**config.mk**
```make
export PLATFORM = sky130hd
export DESIGN_NAME = ifetch_unit
export DESIGN_NICKNAME = d
export VERILOG_FILES = /design/src/rtl/ifetch_pkg.sv /design/src/rtl/ifetch_addr_check.sv /design/src/rtl/ifetch_unit.sv
export SDC_FILE = /design/constraint.sdc
export NUM_CORES = 1
export LEC_CHECK = 0
export ABC_AREA = 1
export ABC_CLOCK_PERIOD_IN_PS = 1590
export CORE_MARGIN = 8
export CORE_UTILIZATION = 40
export CTS_CLUSTER_DIAMETER = 100
export DETAILED_ROUTE_END_ITERATION = 7
export PLACE_DENSITY = 0.74
export SYNTH_ARGS = -nofsm -noshare
export SYNTH_HDL_FRONTEND = slang
export SYNTH_SLANG_ARGS = --single-unit
export TNS_END_PERCENT = 50
```
**constraint.sdc**
```tcl
create_clock -name i_clk -period 1.59 [get_ports i_clk]
set_input_delay 0.2385 -clock i_clk [delete_from_list [all_inputs] [get_ports i_clk]]
set_output_delay 0.2385 -clock i_clk [all_outputs]
set_load 0.05 [all_outputs]
```
**src/rtl/ifetch_pkg.sv**
```systemverilog
// -----------------------------------------------------------------------------
// ifetch_pkg
//
// Shared definitions for the instruction-fetch unit.
//
// Contents:
//   state_t          fetch FSM states (S_RUN, S_FAULT)
//   RESET_PC_DEF     default first fetch address after reset
//   IROM_DEPTH_DEF   default log2 of the instruction ROM size in words
//   INST_BYTES       bytes per RV32I instruction (PC step)
// -----------------------------------------------------------------------------
package ifetch_pkg;

   typedef enum logic [0:0] {
      S_RUN   = 1'b0,
      S_FAULT = 1'b1
   } state_t;

   localparam logic [31:0] RESET_PC_DEF   = 32'h0000_0000;
   localparam int          IROM_DEPTH_DEF = 10;
   localparam logic [31:0] INST_BYTES     = 32'd4;

endpackage : ifetch_pkg

```
**src/rtl/ifetch_addr_check.sv**
```systemverilog
// -----------------------------------------------------------------------------
// ifetch_addr_check
//
// Purely combinational legality check for a fetch byte address. An address is
// bad when it is not word aligned or when its word index lies beyond the end
// of a ROM holding 2**IROM_DEPTH words.
//
// Parameters:
//   IROM_DEPTH   log2 of ROM words (1..30)
//
// Ports:
//   i_addr   in   32  candidate fetch byte address
//   o_bad    out  1   address is misaligned or out of range
// -----------------------------------------------------------------------------
module ifetch_addr_check
   import ifetch_pkg::*;
#(
   parameter int IROM_DEPTH = IROM_DEPTH_DEF
) (
   input  logic [31:0] i_addr,
   output logic        o_bad
);

   logic [29:0] w_word;
   logic [29:0] w_word_hi;
   logic        w_misaligned;
   logic        w_out_of_range;

   assign w_word = i_addr[31:2];

   // Any word-index bit at or above IROM_DEPTH set means index >= 2**IROM_DEPTH.
   assign w_word_hi      = w_word >> IROM_DEPTH;
   assign w_misaligned   = |i_addr[1:0];
   assign w_out_of_range = |w_word_hi;

   assign o_bad = w_misaligned | w_out_of_range;

endmodule : ifetch_addr_check

```
**src/rtl/ifetch_unit.sv**
```systemverilog
// -----------------------------------------------------------------------------
// ifetch_unit
//
// Instruction-fetch initiator for the pipelined RV32I core. Owns the PC,
// issues word reads to a synchronous instruction ROM (one-cycle read latency)
// and presents each returned instruction together with its PC to decode.
// Handles stall backpressure, branch/jump redirects, invalid fetch addresses
// (misaligned or past the ROM end) and counts issued ROM reads.
//
// Handshake: o_if_valid qualifies o_if_pc/o_if_inst. i_stall is the inverted
// ready of the decode stage: while it is high the presented instruction is not
// consumed, so every register holds and no ROM read is issued. The ROM output
// holds with the registers because it is only updated by enabled reads, so
// o_if_inst stays coherent with o_if_pc across a stall. i_redirect overrides
// i_stall and does not squash the instruction currently presented; pipeline
// control flushes IF/ID in the redirect cycle.
//
// Parameters:
//   RESET_PC     first fetch address after reset
//   IROM_DEPTH   log2 of ROM words; legal byte addresses 0 .. 4*2**IROM_DEPTH-4
//
// Ports:
//   i_clk            in   1   rising-edge clock
//   i_rst            in   1   synchronous active-high reset
//   i_stall          in   1   decode cannot accept; hold everything
//   i_redirect       in   1   branch/jump taken; overrides i_stall
//   i_redirect_pc    in   32  redirect target byte address
//   o_irom_en        out  1   ROM read enable
//   o_irom_adr       out  32  ROM byte address (ROM indexes with [31:2])
//   i_irom_inst      in   32  ROM data, valid the cycle after an enabled read
//   o_if_valid       out  1   o_if_inst/o_if_pc hold a real instruction
//   o_if_pc          out  32  PC of presented instruction or faulting address
//   o_if_inst        out  32  instruction word (pass-through of i_irom_inst)
//   o_if_err         out  1   fetch fault presented
//   o_fetch_count    out  32  number of ROM reads issued (wraps)
//   o_dbg_state      out  1   current FSM state (0 = S_RUN, 1 = S_FAULT)
// -----------------------------------------------------------------------------
module ifetch_unit
   import ifetch_pkg::*;
#(
   parameter logic [31:0] RESET_PC   = RESET_PC_DEF,
   parameter int          IROM_DEPTH = IROM_DEPTH_DEF
) (
   input  logic        i_clk,
   input  logic        i_rst,
   input  logic        i_stall,
   input  logic        i_redirect,
   input  logic [31:0] i_redirect_pc,
   output logic        o_irom_en,
   output logic [31:0] o_irom_adr,
   input  logic [31:0] i_irom_inst,
   output logic        o_if_valid,
   output logic [31:0] o_if_pc,
   output logic [31:0] o_if_inst,
   output logic        o_if_err,
   output logic [31:0] o_fetch_count,
   output logic        o_dbg_state
);

   // ---------------------------------------------------------------------------
   // State
   // ---------------------------------------------------------------------------
   state_t      r_state;
   logic [31:0] r_pc;            // next sequential fetch address
   logic [31:0] r_req_pc;        // address of the last issue attempt
   logic        r_req_v;         // last attempt was a real ROM read
   logic [31:0] r_fetch_count;

   state_t      w_state_nxt;
   logic [31:0] w_pc_nxt;
   logic [31:0] w_req_pc_nxt;
   logic        w_req_v_nxt;
   logic [31:0] w_fetch_count_nxt;

   logic [31:0] w_addr;          // issue address this cycle
   logic        w_bad;           // issue address is illegal
   logic        w_attempt;       // this cycle tries to fetch w_addr
   logic        w_issue;         // this cycle actually reads the ROM

   // Redirect target takes the place of the sequential PC with no bubble.
   assign w_addr = i_redirect ? i_redirect_pc : r_pc;

   ifetch_addr_check #(
      .IROM_DEPTH (IROM_DEPTH)
   ) u_addr_check (
      .i_addr (w_addr),
      .o_bad  (w_bad)
   );

   // ---------------------------------------------------------------------------
   // Next-state logic
   // ---------------------------------------------------------------------------
   always_comb begin
      w_state_nxt       = r_state;
      w_pc_nxt          = r_pc;
      w_req_pc_nxt      = r_req_pc;
      w_req_v_nxt       = r_req_v;
      w_fetch_count_nxt = r_fetch_count;
      w_issue           = 1'b0;

      // A redirect always attempts; otherwise only a running, unstalled unit
      // attempts. S_FAULT is sticky until a redirect (or reset) arrives.
      w_attempt = i_redirect | (~i_stall & (r_state == S_RUN));

      if (w_attempt) begin
         w_req_pc_nxt = w_addr;
         if (!w_bad) begin
            w_issue           = 1'b1;
            w_req_v_nxt       = 1'b1;
            w_pc_nxt          = w_addr + INST_BYTES;
            w_state_nxt       = S_RUN;
            w_fetch_count_nxt = r_fetch_count + 32'd1;
         end else begin
            // The faulting address is kept in r_req_pc so decode can report it.
            w_req_v_nxt = 1'b0;
            w_state_nxt = S_FAULT;
         end
      end
   end

   // ---------------------------------------------------------------------------
   // State registers
   // ---------------------------------------------------------------------------
   always_ff @(posedge i_clk) begin
      if (i_rst) begin
         r_state       <= S_RUN;
         r_pc          <= RESET_PC;
         r_req_pc      <= RESET_PC;
         r_req_v       <= 1'b0;
         r_fetch_count <= 32'd0;
      end else begin
         r_state       <= w_state_nxt;
         r_pc          <= w_pc_nxt;
         r_req_pc      <= w_req_pc_nxt;
         r_req_v       <= w_req_v_nxt;
         r_fetch_count <= w_fetch_count_nxt;
      end
   end

   // ---------------------------------------------------------------------------
   // Outputs
   // ---------------------------------------------------------------------------
   // Reset suppresses the read so the in-flight slot is empty after reset.
   assign o_irom_en     = w_issue & ~i_rst;
   assign o_irom_adr    = w_addr;

   assign o_if_valid    = r_req_v & (r_state == S_RUN);
   assign o_if_err      = (r_state == S_FAULT);
   assign o_if_pc       = r_req_pc;
   assign o_if_inst     = i_irom_inst;
   assign o_fetch_count = r_fetch_count;
   assign o_dbg_state   = r_state;

endmodule : ifetch_unit

```
# After elaboration in Yosys (flattened, before gate mapping)
# Cells that the tools add are included.
# op_classes
n_addsub,2
n_mul,0
div_mod_pow,0
magnitude_cmp,0
n_eq_ne,0
shift,0
muxes,4
bitwise,9
n_reduce_logical,3
# ops
op,n
32-bit by 1-bit adder with 32-bit output (second input constant),1
32-bit by 3-bit adder with 32-bit output (second input constant),1
32-bit 2-to-1 mux,1
20-bit OR reduction,1
1-bit NOT,4
1-bit bitwise AND,3
1-bit 2-to-1 mux,3
1-bit OR,2
2-bit AND reduction,1
2-bit OR reduction,1
# word_totals
ff_bits,98
latch_bits,0
ram_bits,0
mem_bits_ro,0
out_inout_bits,132
word_cells,23
memories,0

# Logic depth before layout (Yosys ltp)
# Gate-level depths: netlist (run 1).
# logic_depth
word_depth,6
ltp_mapped,14

# Modules after synthesis
# Synthesis (run 1) repeated with hierarchy kept, for this count alone.
# unflattened
cells_unflattened,898
hier_area_um2,5665.4
# modules_own_cells
mod,instances,cells_each,area_per_inst_um2,seq_area_each_um2
ifetch_unit,1,878,5586.6,1961.9
ifetch_addr_check,1,20,78.8,0.0

# Worst setup path before layout (run 1)
# No wires, ideal clock.
# synth_timing
kind,input-to-output
from,in i_redirect
to,out o_irom_en
t_arrival_ps,2554
required_ps,1351
setup_slack_ps,-1203
cell_stages,11
n_path_buf,2
path_cell_list,buf_4 > nand2_1 > o21ai_0 > nor2_1 > nand2_1 > nor2_2 > nand2_1 > nor2_4 > nand2_2 > buf_2 > nor2_1
# synth_via
elab_chain_cells,6
elab_cells_between_ends,8
classes_between,mux: 3; bitwise: 3; reduce/logical: 2
# synth_lines
element,line,source
from (decl),ifetch_unit.sv:47,"input logic i_redirect,"
32-bit 2-to-1 mux,ifetch_unit.sv:81,assign w_addr = i_redirect ? i_redirect_pc : r_pc;
net o_irom_adr[22],ifetch_unit.sv:50,"output logic [31:0] o_irom_adr,"
20-bit OR reduction,ifetch_addr_check.sv:34,assign w_out_of_range = |w_word_hi;
1-bit OR,ifetch_addr_check.sv:36,assign o_bad = w_misaligned | w_out_of_range;
1-bit 2-to-1 mux,ifetch_unit.sv:107,if (!w_bad) begin
1-bit 2-to-1 mux,ifetch_unit.sv:105,if (w_attempt) begin
1-bit bitwise AND,ifetch_unit.sv:144,assign o_irom_en = w_issue & ~i_rst;
to (decl),ifetch_unit.sv:49,"output logic o_irom_en,"
# The timed path passes the listed nets, and every way through them passes these cells.

# Worst setup path in the final report (run 1)
# layout_timing
from,reg r_pc[22]
to,out o_irom_en
# layout_via
elab_chain_cells,6
# layout_lines
element,line,source
from (decl),ifetch_unit.sv:64,logic [31:0] r_pc;
from (signal assigned),ifetch_unit.sv:133,r_pc <= w_pc_nxt;
32-bit 2-to-1 mux,ifetch_unit.sv:81,
20-bit OR reduction,ifetch_addr_check.sv:34,
1-bit OR,ifetch_addr_check.sv:36,
1-bit 2-to-1 mux,ifetch_unit.sv:107,
1-bit 2-to-1 mux,ifetch_unit.sv:105,
1-bit bitwise AND,ifetch_unit.sv:144,
# No other way between the ends.

==> summary.txt, run 1 <==
Finish
  – # fillers: 1004
  – Nets@finish: around 1100
  – Antenna cells: 0
  – Synth-to-layout area growth: 66.4%
  – Share of cells above drive strength 1: 39.1%

Drt
  – Starting DRT DRC Count: 379
  – Avg WL per Cell: 14.6 um
  – Residual DRC: 0
  – Vias after detailed routing: 5585
  – Vias per std cell: 4.76
  – Post-route ant nets: 0
  – DRT Pass-1 Iters: 5
  – WL final: 17100 um

Place
  – IO buf count: about 140
  – Hpwl dp: 12200 um
  – Setup slack at placement: -593 ps
  – Final RePlAce weighted congestion: 0.866

Worst setup path
  – Data required, critical path: 1350 ps
  – Worst setup SP type: flip-flop
  – Reg2Reg Depth: 13
  – Worst r2r src: r_pc[23]$_SDFFE_PP0P_
  – Critical path arrival: 1730 ps
  – Critical path type: flip-flop to output port
  – Crit. End Element: output port
  – CP Max Fanout: 2
  – FF-to-FF End: r_pc[11]$_SDFFE_PP0P_
  – R2R Setup Slk: -360 ps

STA
  – Tmin final: 1970 ps
  – Max Transition Viols Final: 0
  – Setup violations, final: 71
  – Slew @ Worst Pin: 307 ps
  – Slew HR: approximately four fifths
  – RSZ-0062 raised after global routing: true
  – Setup tns final: -11740 ps
  – Setup ws final: -383 ps
  – Final Hold Viols: 0
  – Crit share post-route: 124%
  – Clock skew: 7.02 ps
  – FMAX: 507 MHz

GRT
  – Total GRT Usage: 20.0%
  – GRT overflow: 0
  – Largest net degree at the start of global routing: 62
  – Initial antenna violation count: 0
  – Global-route wire length before repair: 26800 um
  – Vias in the first global route: 5429

Synth
  – Yosys warning count: 0
  – Top cells by area, synth: dfxtp_1, nand2_1, nor2_1
  – Post-synth top area share: 38.4%
  – Sequential share of the synthesized area: 38.4%
  – Post-Syn Nets: 852
  – Post-Synthesis Cell Area: 5110 um^2
  – Seq cells post-synth: between 90 and 100
  – Avg Cell Area, Syn: between 6 and 7 um^2
  – Cells after Synth: 782
  – Cell taking the most area after synthesis: dfxtp_1
  – Number of different library cells in the post-synthesis netlist: 29

Floorplan
  – DIE HEIGHT: approximately 130 um
  – Die area: 16600 um^2
  – I/O pin count: 200
  – Starting Density: about two fifths
  – Die X: about 130 um
  – Cell row count: 41
  – Core Region: 12600 um^2

Min path
  – Hold Path Stages: 3
  – Hold endpoint: o_if_pc[23]$_SDFFE_PP0N_
  – Hold wc startpoint: i_redirect_pc[23]
  – Min-delay worst type: input pin to flip-flop

Clock tree
  – CTS H-tree depth: 3
  – CTS root buf: clkbuf_16
  – Clk slew on worst S/H paths: 70 ps
  – Clock Tree Buf Depth: 2
  – Worst skew pair latency: ~350 ps
  – CTS Buf Count: 9
  – CTS Sinks: 98
  – CTS tree: built

Run status
  – Outcome: complete, but fails checks
  – Failing checks: negative setup slack

Power
  – Power Density: roughly 730 nW/um^2
  – Peak VDD IR: approximately 0.60 mV
  – Lkg Pwr: 3.70 nW

Run
  – Max Cap Violations: 0
-- flip-flops by register name, summed over array words and instances, names as in the netlist --
register	flops
o_dbg_state	1
r_pc	32
r_req_v	1
o_if_pc	32
o_fetch_count	32
-- critical path, cell delays in order (launching register included) --
cell     delay, ps
dfxtp_1        310
inv_2           70
o21ai_4         70
nor2_4         120
nand2_2         80
nor2_4         180
nand2_2         90
nor2_4         110
nand2_4         70
nor2_4         130
buf_12         150
-- logic make-up (layout without fill, tap and decap cells) --
family          count (synthesis)  in the layout  synth area share [%]
compound gates                 89             89                  9.60
xor+xnor                        7              7                  1.20
fa+ha+maj                       2              2                 0.490
buf+inv                       147            366                  14.7
flops                          98             98                  38.4
simple gates                  439            439                  35.6
-- power by group --
part           internal, W  switching [W]
clock network      0.00125        0.00100
logic             0.000548       0.000868
registers          0.00251      0.0000309
total              0.00431        0.00190
-- layout by cell type (no fill, tap or decap), drive strengths merged --
cell / netlist / layout
or2: 2 / 2
nor2: 159 / 159
inv: 80 / 83
a31oi: 9 / 9
a211oi: 2 / 2
clkinvlp: 0 / 1
o21bai: 10 / 10
buf: 54 / 231
dlygate4sd2: 0 / 10
nor3: 4 / 4
xor2: 6 / 6
nand3: 61 / 61
nand4: 10 / 10
xnor2: 1 / 1
clkbuf: 11 / 15
o21ai: 47 / 47
clkinv: 2 / 2
nand2: 203 / 203
ha: 2 / 2
dfxtp: 98 / 98
a21oi: 21 / 21
clkdlybuf4s50: 0 / 24
-- final cells by class --
cell class | count | area, um^2 | share of cell area [%]
inverters | 82 | 315 | 3.71
multi-input cells | 537 | 3100 | 36.4
flip-flops and latches | 98 | 1980 | 23.3
clock buffers | 12 | 278 | 3.27
well taps | 172 | 215 | 2.53
clock inverters | 4 | 31.3 | 0.368
repair buffers | 268 | 2590 | 30.4
-- cell usage after synthesis --
library cell / number
nand2_1: 195
nor2_1: 152
dfxtp_1: 98
inv_1: 78
nand3_1: 60
o21ai_0: 39
buf_4: 38
a21oi_1: 20
clkbuf_1: 11
nand4_1: 10
o21bai_1: 10
a31oi_1: 9
nand2_2: 8
o21ai_1: 8
buf_6: 7
xor2_1: 6
buf_2: 5
buf_1: 4
nor2_2: 4
nor3_1: 4
nor2_4: 3
a211oi_1: 2
clkinv_1: 2
ha_1: 2
inv_2: 2
or2_2: 2
a21oi_2: 1
nand3_2: 1
xnor2_1: 1
-- per-stage QoR --
step	hold WS (ps)	total power, W	instance area [um^2]	cells	util, %
2_1_floorplan	408	0.00359	5560	782	-
3_3_place_gp	414	0.00392	7650	1138	60.9
3_5_place_dp	417	0.00393	7650	1138	60.9
4_1_cts	362	0.00621	8170	1166	65.0
5_1_grt	386	0.00642	8500	1173	67.7
6_report	365	0.00622	8500	1173	67.7
-- how the worst max path moves through the flow --
stage	start	endpoint	depth (start not counted)
floorplan	i_redirect	o_irom_en	12
global placement	i_redirect_pc[29]	o_irom_en	11
CTS	r_pc[17]$_SDFFE_PP0P_	o_irom_en	10
finish	r_pc[22]$_SDFFE_PP0P_	o_irom_en	10
detailed placement	i_redirect_pc[29]	o_irom_en	11
global route	i_redirect_pc[1]	o_irom_en	11
-- metal layers --
layer  vias up  routed length (um)  share of wire, %  GRT usage, %
li1       2844                   -                 -             -
met1      2578                7340                43          24.0
met2       139                8500                50          34.6
met3        24                 979               5.7          4.27
met4         0                 322               1.9          7.33
met5         -                   0                 0             0
-- what timing repair did --
item,4_1_cts,5_1_grt
gates cloned,0,2
pin swaps,17,26
hold buffers,0,0
endpoints found under the setup margin,71,80
buffers inserted,16,7
resized for setup,55,62
Power figures use the tool's default switching activity.
==> inputs of run 2 (changes only) <==
--- a/config.mk
+++ b/config.mk
@@ -8,10 +8,11 @@
 export ABC_AREA = 1
 export ABC_CLOCK_PERIOD_IN_PS = 1590
 export CORE_MARGIN = 8
-export CORE_UTILIZATION = 40
+export CORE_UTILIZATION = 57
 export CTS_CLUSTER_DIAMETER = 100
 export DETAILED_ROUTE_END_ITERATION = 7
-export PLACE_DENSITY = 0.74
+export DONT_BUFFER_PORTS = 1
+export PLACE_DENSITY = 0.72
 export SYNTH_ARGS = -nofsm -noshare
 export SYNTH_HDL_FRONTEND = slang
 export SYNTH_SLANG_ARGS = --single-unit
==> run 2 against run 1 <==
Effect of this change: the run still ends with negative setup slack left; sequential share of layout area rose by 5.7 points; highest routed layer unchanged; wire length down 7.2%; worst hold slack lost 340 ps; clock skew rose by 7.8 ps; die area is 26% lower; final area is 19% lower.
==> summary.txt, run 2 (synthesis gave the netlist of run 1 again) <==
GRT
  – Initial antenna violation count: 0
  – Largest net degree at the start of global routing: 49
  – Total GRT Usage: 23.8%
  – Vias in the first global route: 5163
  – Global-route wire length before repair: 24700 um
  – GRT overflow: 0

Power
  – Clock network fraction of design power: between 30 and 40%
  – Sw Share: 33.8%
  – Reg power frac: 51.4%
  – Internal power: 0.00342 W
  – Total power: a little over 0.005 W
  – Lkg Pwr: between 2 and 3 nW
  – Power Density: 753 nW/um^2
  – Peak VDD IR: between 0.4 and 0.5 mV
  – Combinational share of power: between 10% and 20%
  – Sw Pwr: about 0.0017 W

STA
  – Tmin final: roughly 2000 ps
  – Clock skew: around 15 ps
  – RSZ-0062 raised after global routing: true
  – Slew HR: 44.0%
  – Setup ws final: -389 ps
  – Crit share post-route: 124%
  – WHS: 23.2 ps
  – Max Transition Viols Final: 0
  – Setup violations, final: 66
  – Final Hold Viols: 0
  – Slew @ Worst Pin: 837 ps
  – FMAX: around 510 MHz

Worst setup path
  – Crit path max-delay family: simple AND/OR/NAND/NOR gates
  – Crit. End Element: output port
  – Worst setup path startpoint: r_pc[20]$_SDFFE_PP0P_
  – Reg2Reg Depth: 14
  – Worst setup SP type: flip-flop
  – Delay of the slowest critical-path stage: 340 ps
  – R2R Setup Slk: -370 ps
  – Worst r2r src: r_pc[20]$_SDFFE_PP0P_
  – Data required, critical path: 1350 ps
  – CP max stage cell: dfxtp_2
  – Cell chain of the critical path: nand2_2, nand2_4, nor2_2, nand2_2, nor2_4, nand2_2, nor2_4, nand2_4, nor2_4, buf_12
  – CP Max Fanout: 2
  – Sum of buffers and inverters on the critical path: 1
  – Critical Path Sink: o_irom_en
  – FF-to-FF End: o_fetch_count[1]$_SDFFE_PP0P_
  – Critical path type: flip-flop to output port
  – Critical path arrival: between 1500 and 2000 ps
  – Critical path depth: 10

Finish
  – Most common cell after layout, fill and taps aside: nand2_1
  – Cell area after layout: 6860 um^2
  – Commonest cells after routing, fill and taps aside: nand2_1, buf_4, nor2_1
  – Share of cells above drive strength 1: 34.1%
  – Antenna cells: 0
  – Nets@finish: 943
  – Synth-to-layout area growth: 34.4%

Drt
  – Post-route ant nets: 0
  – Residual DRC: 0
  – Avg WL per Cell: 16.1 um
  – DRT Pass-1 Iters: 5
  – Starting DRT DRC Count: 279
  – Vias per std cell: between 5 and 6
  – WL final: 15900 um
  – Vias after detailed routing: around 5300

Floorplan
  – Core Region: 8720 um^2
  – Cell row count: 34
  – DIE HEIGHT: 111 um
  – Die X: between 100 and 150 um
  – Starting Density: 58.6%
  – Die area: 12200 um^2
  – I/O pin count: 200

Place
  – Placed inst area: 6280 um^2
  – Final RePlAce weighted congestion: 0.902
  – IO buf count: 0
  – Hpwl dp: around 12000 um
  – Setup slack at placement: -172 ps

Clock tree
  – CTS Sinks: 98
  – Clock Tree Buf Depth: 2
  – CTS Buf Count: 9
  – CTS H-tree depth: 3
  – CTS tree: built
  – CTS root buf: clkbuf_8
  – Worst skew pair latency: 370 ps
  – Clk slew on worst S/H paths: 110 ps

Run status
  – Outcome: complete, but fails checks
  – Failing checks: negative setup slack

Run
  – Max Cap Violations: 0

Min path
  – Min-delay worst type: input pin to flip-flop
## run 2: cell types whose count changed in the layout (fill, tap and decap cells not counted), moves of 8 or more
cell	change
buf_4	-52
buf_12	-27
clkdlybuf4s50_1	-24
nor2_2	+14
buf_6	-11
nor2_4	-11
clkbuf_16	-10
dlygate4sd2_1	-10
nand3_1	+9
dfxtp_1	-8
dfxtp_2	+8
nand3_2	-8
## run 2: layer usage
layer  GRT usage [%]  up-vias  share of wire (%)
met5               0        -                  0
met4            10.5        0                3.0
met3            7.52       55                9.0
met2            41.0      201                 50
met1            26.3     2458                 38
li1                -     2603                  -
## run 2: layout make-up
class                      instances  area, um^2
timing repair buffer             145        1240
multi-input combinational        537        3000
tap                              108         135
sequential                        98        1990
clock buffer                       9         124
fill                             645        1860
inverter                          82         314
clock inverter                     7        60.1
## run 2: worst register-to-register path: cells and delay by family (launching register included)
kind          cells  cell delay, ps
buf+inv           4             660
flops             1             340
simple gates     10             860
## run 2: timing repair
action / CTS / global route
cloned: 1 / 3
endpoints found under the setup margin: 67 / 73
endpoints found under the hold margin: 19 / 0
resized for setup: 35 / 48
hold buffers: 1 / 0
buffers inserted: 5 / 4
pin swaps: 8 / 10
## run 2: worst min-delay path by stage
| stage | from | end | slack, ps | cells past startpoint |
|---|---|---|---|---|
| 3_5_place_dp | i_rst | r_req_v$_SDFFE_PP0N_ | 310 | 1 |
| 4_1_cts | i_redirect | o_if_pc[29]$_SDFFE_PP0N_ | 20 | 2 |
| 3_3_place_gp | i_rst | o_fetch_count[6]$_SDFFE_PP0P_ | 310 | 1 |
| 2_1_floorplan | r_pc[14]$_SDFFE_PP0P_ | r_pc[14]$_SDFFE_PP0P_ | 410 | 2 |
| 6_report | i_redirect_pc[29] | o_if_pc[29]$_SDFFE_PP0N_ | 20 | 2 |
| 5_1_grt | i_redirect | o_if_pc[30]$_SDFFE_PP0N_ | 20 | 2 |
## run 2: power by group through the flow
stage | combinational (W) | clock, W | sequential [W]
final | 0.000954 | 0.00156 | 0.00266
after detailed placement | 0.000873 | 0 | 0.00271
after global placement | 0.000858 | 0 | 0.00271
after CTS | 0.000902 | 0.00157 | 0.00266
after floorplan | 0.000769 | 0 | 0.00282
after global routing | 0.00101 | 0.00167 | 0.00266
## run 2: through the flow
| step | TNS (ps) | util [%] | instances |
|---|---|---|---|
| after floorplan | -15100 | - | 782 |
| after global placement | -3830 | 72.0 | 957 |
| after detailed placement | -6200 | 72.0 | 957 |
| after CTS | -7970 | 76.2 | 980 |
| after global routing | -16580 | 78.7 | 986 |
| final | -10760 | 78.7 | 986 |
==> inputs of run 3 (changes only) <==
--- a/config.mk
+++ b/config.mk
@@ -7,6 +7,7 @@
 export LEC_CHECK = 0
 export ABC_AREA = 1
 export ABC_CLOCK_PERIOD_IN_PS = 1590
+export CORE_ASPECT_RATIO = 0.5
 export CORE_MARGIN = 8
 export CORE_UTILIZATION = 57
 export CTS_CLUSTER_DIAMETER = 100
==> run 3 against run 2 <==
Effect of this change: the flow still finishes with violations (negative setup slack); flip-flop and latch count unchanged; worst hold slack improved by 38 ps; non-clock buffer count up 36; sequential power down 2%; global-route usage rose by 1.8 points; first-iteration DRC count increased by 95%; final cell count increased by 4.6%; clock skew is 6.1 ps lower; total power is 16% higher; final area grew 6.5%; largest power group unchanged.
==> summary.txt, run 3 (synthesis gave the netlist of run 1 again) <==
Worst setup path
  – Worst r2r src: r_pc[18]$_SDFFE_PP0P_
  – Reg2Reg Depth: 14
  – Top cell by count, worst path: nor2_4
  – Data required, critical path: 1350 ps
  – CP max stage cell: dfxtp_1
  – Worst setup SP type: flip-flop
  – Critical path arrival: ~1800 ps
  – R2R Setup Slk: -300 ps
  – Delay of the slowest critical-path stage: about 330 ps
  – Cell chain of the critical path: nand2_2, nand2_4, nor2_4, nand2_2, nor2_4, nand2_2, nor2_4, nand2_4, nor2_4, buf_12
  – Worst setup path startpoint: r_pc[27]$_SDFFE_PP0P_
  – Critical path type: flip-flop to output port
  – Critical Path Sink: o_irom_en
  – Crit. End Element: output port
  – CP Max Fanout: 2
  – FF-to-FF End: o_fetch_count[20]$_SDFFE_PP0P_

Floorplan
  – I/O pin count: 200
  – Core Region: 8710 um^2
  – Cell row count: 24
  – DIE HEIGHT: 82.9 um
  – Starting Density: between 50 and 60%
  – Die area: 12400 um^2
  – Die X: 150 um

STA
  – Max Transition Viols Final: 0
  – FMAX: 490 MHz
  – Setup ws final: -451 ps
  – Setup violations, final: 67
  – WHS: 61.0 ps
  – Slew @ Worst Pin: 978 ps
  – Slew HR: 34.6%
  – Clock skew: 8.71 ps
  – Tmin final: just over 2000 ps
  – Final Hold Viols: 0
  – RSZ-0062 raised after global routing: true
  – Crit share post-route: 128%

Finish
  – Share of cells above drive strength 1: 35.1%
  – Commonest cells after routing, fill and taps aside: buf_4, nand2_1, nor2_1
  – Most common cell after layout, fill and taps aside: buf_4
  – Synth-to-layout area growth: 43.0%
  – Cell area after layout: 7310 um^2
  – Antenna cells: 0
  – # fillers: 520
  – Nets@finish: roughly 980

Drt
  – Vias after detailed routing: 5745
  – Starting DRT DRC Count: around 540
  – Vias per std cell: 5.57
  – Post-route ant nets: 0
  – Residual DRC: 0
  – DRT Pass-1 Iters: 6
  – WL final: 18700 um
  – Avg WL per Cell: around 18 um

GRT
  – Vias in the first global route: 5194
  – Total GRT Usage: 25.7%
  – Initial antenna violation count: 0
  – Global-route wire length before repair: between 20000 and 30000 um
  – GRT overflow: 0
  – Largest net degree at the start of global routing: 60

Place
  – Placed inst area: 6470 um^2
  – IO buf count: 0
  – Setup slack at placement: -247 ps
  – Hpwl dp: around 11000 um
  – Final RePlAce weighted congestion: roughly 0.88

Clock tree
  – Clock Tree Buf Depth: 2
  – Clk slew on worst S/H paths: 70 ps
  – CTS tree: built
  – CTS root buf: clkbuf_16
  – CTS Sinks: between 90 and 100
  – CTS Buf Count: 9
  – Worst skew pair latency: 360 ps
  – CTS H-tree depth: 3

Power
  – Power Density: between 800 and 900 nW/um^2
  – Total power: 0.00597 W
  – Peak VDD IR: 0.810 mV
  – Lkg Pwr: 3.23 nW

Min path
  – Min-delay worst type: input pin to flip-flop

Run status
  – Failing checks: negative setup slack
  – Outcome: complete, but fails checks

Run
  – Max Cap Violations: 0
[run 3: where the power goes]
group | internal [W] | total, W | switching [W]
sequential | 0.00251 | 0.00260 | 0.0000825
clock | 0.00124 | 0.00228 | 0.00104
combinational | 0.000350 | 0.00110 | 0.000749
[run 3: through the flow]
| step | util (%) | TNS, ps | std cells |
|---|---|---|---|
| 6_report | 83.9 | -16960 | 1031 |
| 5_1_grt | 83.9 | -22910 | 1031 |
| 4_1_cts | 80.7 | -2970 | 1017 |
| 3_5_place_dp | 74.3 | -12240 | 989 |
| 3_3_place_gp | 74.3 | -6040 | 989 |
| 2_1_floorplan | - | -15100 | 782 |
[run 3: critical path: cells and delay by family, from the launching register on]
| family | cells | cell delay (ps) |
|---|---|---|
| flops | 1 | 330 |
| simple gates | 9 | 960 |
| buf+inv | 1 | 140 |
[run 3: final cells by class]
cell class              instances  area (um^2)  area share [%]
clock buffers                   9          225            3.08
well taps                     117          146            2.00
clock inverters                 7         77.6            1.06
inverters                      82          310            4.25
repair buffers                181         1550            21.3
flip-flops and latches         98         1990            27.2
multi-input cells             537         3010            41.2
[run 3: timing repair]
item / in CTS / in global routing
pin swaps: 13 / 14
gates cloned: 1 / 5
endpoints found under the hold margin: 19 / 0
setup endpoints to repair: 67 / 71
hold buffers: 1 / 0
gates resized for setup: 55 / 32
buffers inserted: 11 / 9
[run 3: layer usage]
layer,GRT usage (%),vias up,share of wire (%)
li1,-,2668,-
met1,28.5,2644,36
met2,43.5,342,48
met3,9.20,91,12
met4,11.2,0,4.2
met5,0,-,0
[run 3: how the worst min path moves through the flow]
stage                          startpoint                       endpoint  slack, ps  cells after the start
global route                   i_redirect       o_if_pc[29]$_SDFFE_PP0N_         50                      2
global placement                    i_rst           r_req_v$_SDFFE_PP0N_        310                      1
finish                         i_redirect       o_if_pc[29]$_SDFFE_PP0N_         60                      2
floorplan           r_pc[14]$_SDFFE_PP0P_          r_pc[14]$_SDFFE_PP0P_        410                      2
detailed placement                  i_rst  o_fetch_count[6]$_SDFFE_PP0P_        310                      1
CTS                            i_redirect       o_if_pc[29]$_SDFFE_PP0N_         60                      2
==> variant: new RTL, settings of run 2 <==
Reset style: asynchronous (`i_rst`), changed in one clocked block. Comments in the files are not updated.
--- a/src/rtl/ifetch_unit.sv
+++ b/src/rtl/ifetch_unit.sv
@@ -121,7 +121,7 @@
    // ---------------------------------------------------------------------------
    // State registers
    // ---------------------------------------------------------------------------
-   always_ff @(posedge i_clk) begin
+   always_ff @(posedge i_clk or posedge i_rst) begin
       if (i_rst) begin
          r_state       <= S_RUN;
          r_pc          <= RESET_PC;
Formal check against the unedited RTL: differs if i_rst is asserted again (counterexample within 4 cycles, from zero or initial values and one cycle with i_rst high); with i_rst held inactive, the same outputs for 4 cycles.
==> variant against run 2 <==
Cell count increased by 1.9%. Non-clock buffer count decreased by 3. The flow still finishes with violations (setup timing). Critical path depth unchanged. Final area increased by 3.0%. Register-to-register slack improved by 0.12 ns. Sequential cell count unchanged. Power increased by 5.4%. Clock power increased by 17%. Worst setup slack got worse by 0.058 ns. Wire length increased by 2.7%. Area after synthesis increased by 9.5%.
==> variant: results (changes against run 2) <==
worst reg2reg endpoint=o_fetch_count[17] (was o_fetch_count[1]); Hold EP=o_if_pc[1] (was o_if_pc[29]); DR pass1 iterations=8 (was 5); Inverters excl. clock=70 (was 82); Worst R2R Path Depth=13 (was 14); Setup Buffers After CTS=4 (was 5); dpl cell area=6579 um2 (was 6276 um2); crit path DAT=1.80 ns (was 1.74 ns); Comb power frac=0.132 (was 0.184); crit path max-delay cell type=dfrtp_1 (was dfxtp_2); global-route wire length before repair=25.46 mm (was 24.69 mm); CLK BUF=10 (was 9); CP max stage delay=0.41 ns (was 0.34 ns); WL met1=7.059 mm (was 6.072 mm); Setup-failing EPs final=67 (was 66); final setup margin=-0.4463 ns (was -0.3886 ns); sequential group power=0.00290 W (was 0.00266 W); failing checks=setup timing (unchanged); Post-synth ARST share=1.000 (was 0); clock network area share=0.03062 (was 0.02680); run status=finished, violations left (unchanged); NonClk Buf Share=0.1775 (was 0.1806); GRT Total Usage=0.2425 (was 0.2384); register area share after synthesis=0.4384 (was 0.3840); P_int=0.003726 W (was 0.003422 W); met1 Usage GRT=0.3112 (was 0.2628); most frequent cells after synthesis=nand2_1, dfrtp_1, nor2_1 (was nand2_1, nor2_1, dfxtp_1); met3 routed WL=1.361 mm (was 1.436 mm); drt wl/cell=16.25 um (was 16.12 um); Max transition margin=0.6346 (was 0.4404); leak pwr=3.640 nW (was 2.990 nW); register area=2456 um2 (was 1989 um2); R2R setup slack=-0.25 ns (was -0.37 ns); Psw=0.001723 W (was 0.001748 W); ratio of cells with drive above 1 in the final layout=0.2649 (was 0.3405); Fillers=792 (was 645); Tap Count=133 (was 108)
## variant: changes by cell type after synthesis, sizes merged, moves of 11 or more
cell,change
nand4,+14
dfrtp,+98
dfxtp,-98
nand3,-50
inv,-11
a21oi,-21
nand2,+116
nor2,-59
xor2,+11
## variant: metrics by stage
stage / cells / util / TNS (ns) / setup slack, ns / hold WS, ns
floorplan: 777 / - / -13.37 / -0.6870 / 0.4148
global placement: 979 / 0.6825 / -6.249 / -0.1446 / 0.2375
detailed placement: 979 / 0.6825 / -7.825 / -0.1858 / 0.2414
CTS: 1000 / 0.7194 / -6.353 / -0.4269 / 0.02520
global route: 1005 / 0.7334 / -16.72 / -0.5412 / 0.02093
finish: 1005 / 0.7334 / -10.50 / -0.4463 / 0.03290
## variant: kinds of logic after synthesis
family          Yosys count  synth area share
simple gates            467            0.3388
buf+inv                 132            0.1259
flops                    98            0.4384
compound gates           50           0.04854
xor+xnor                 28           0.04384
fa+ha+maj                 2          0.004473
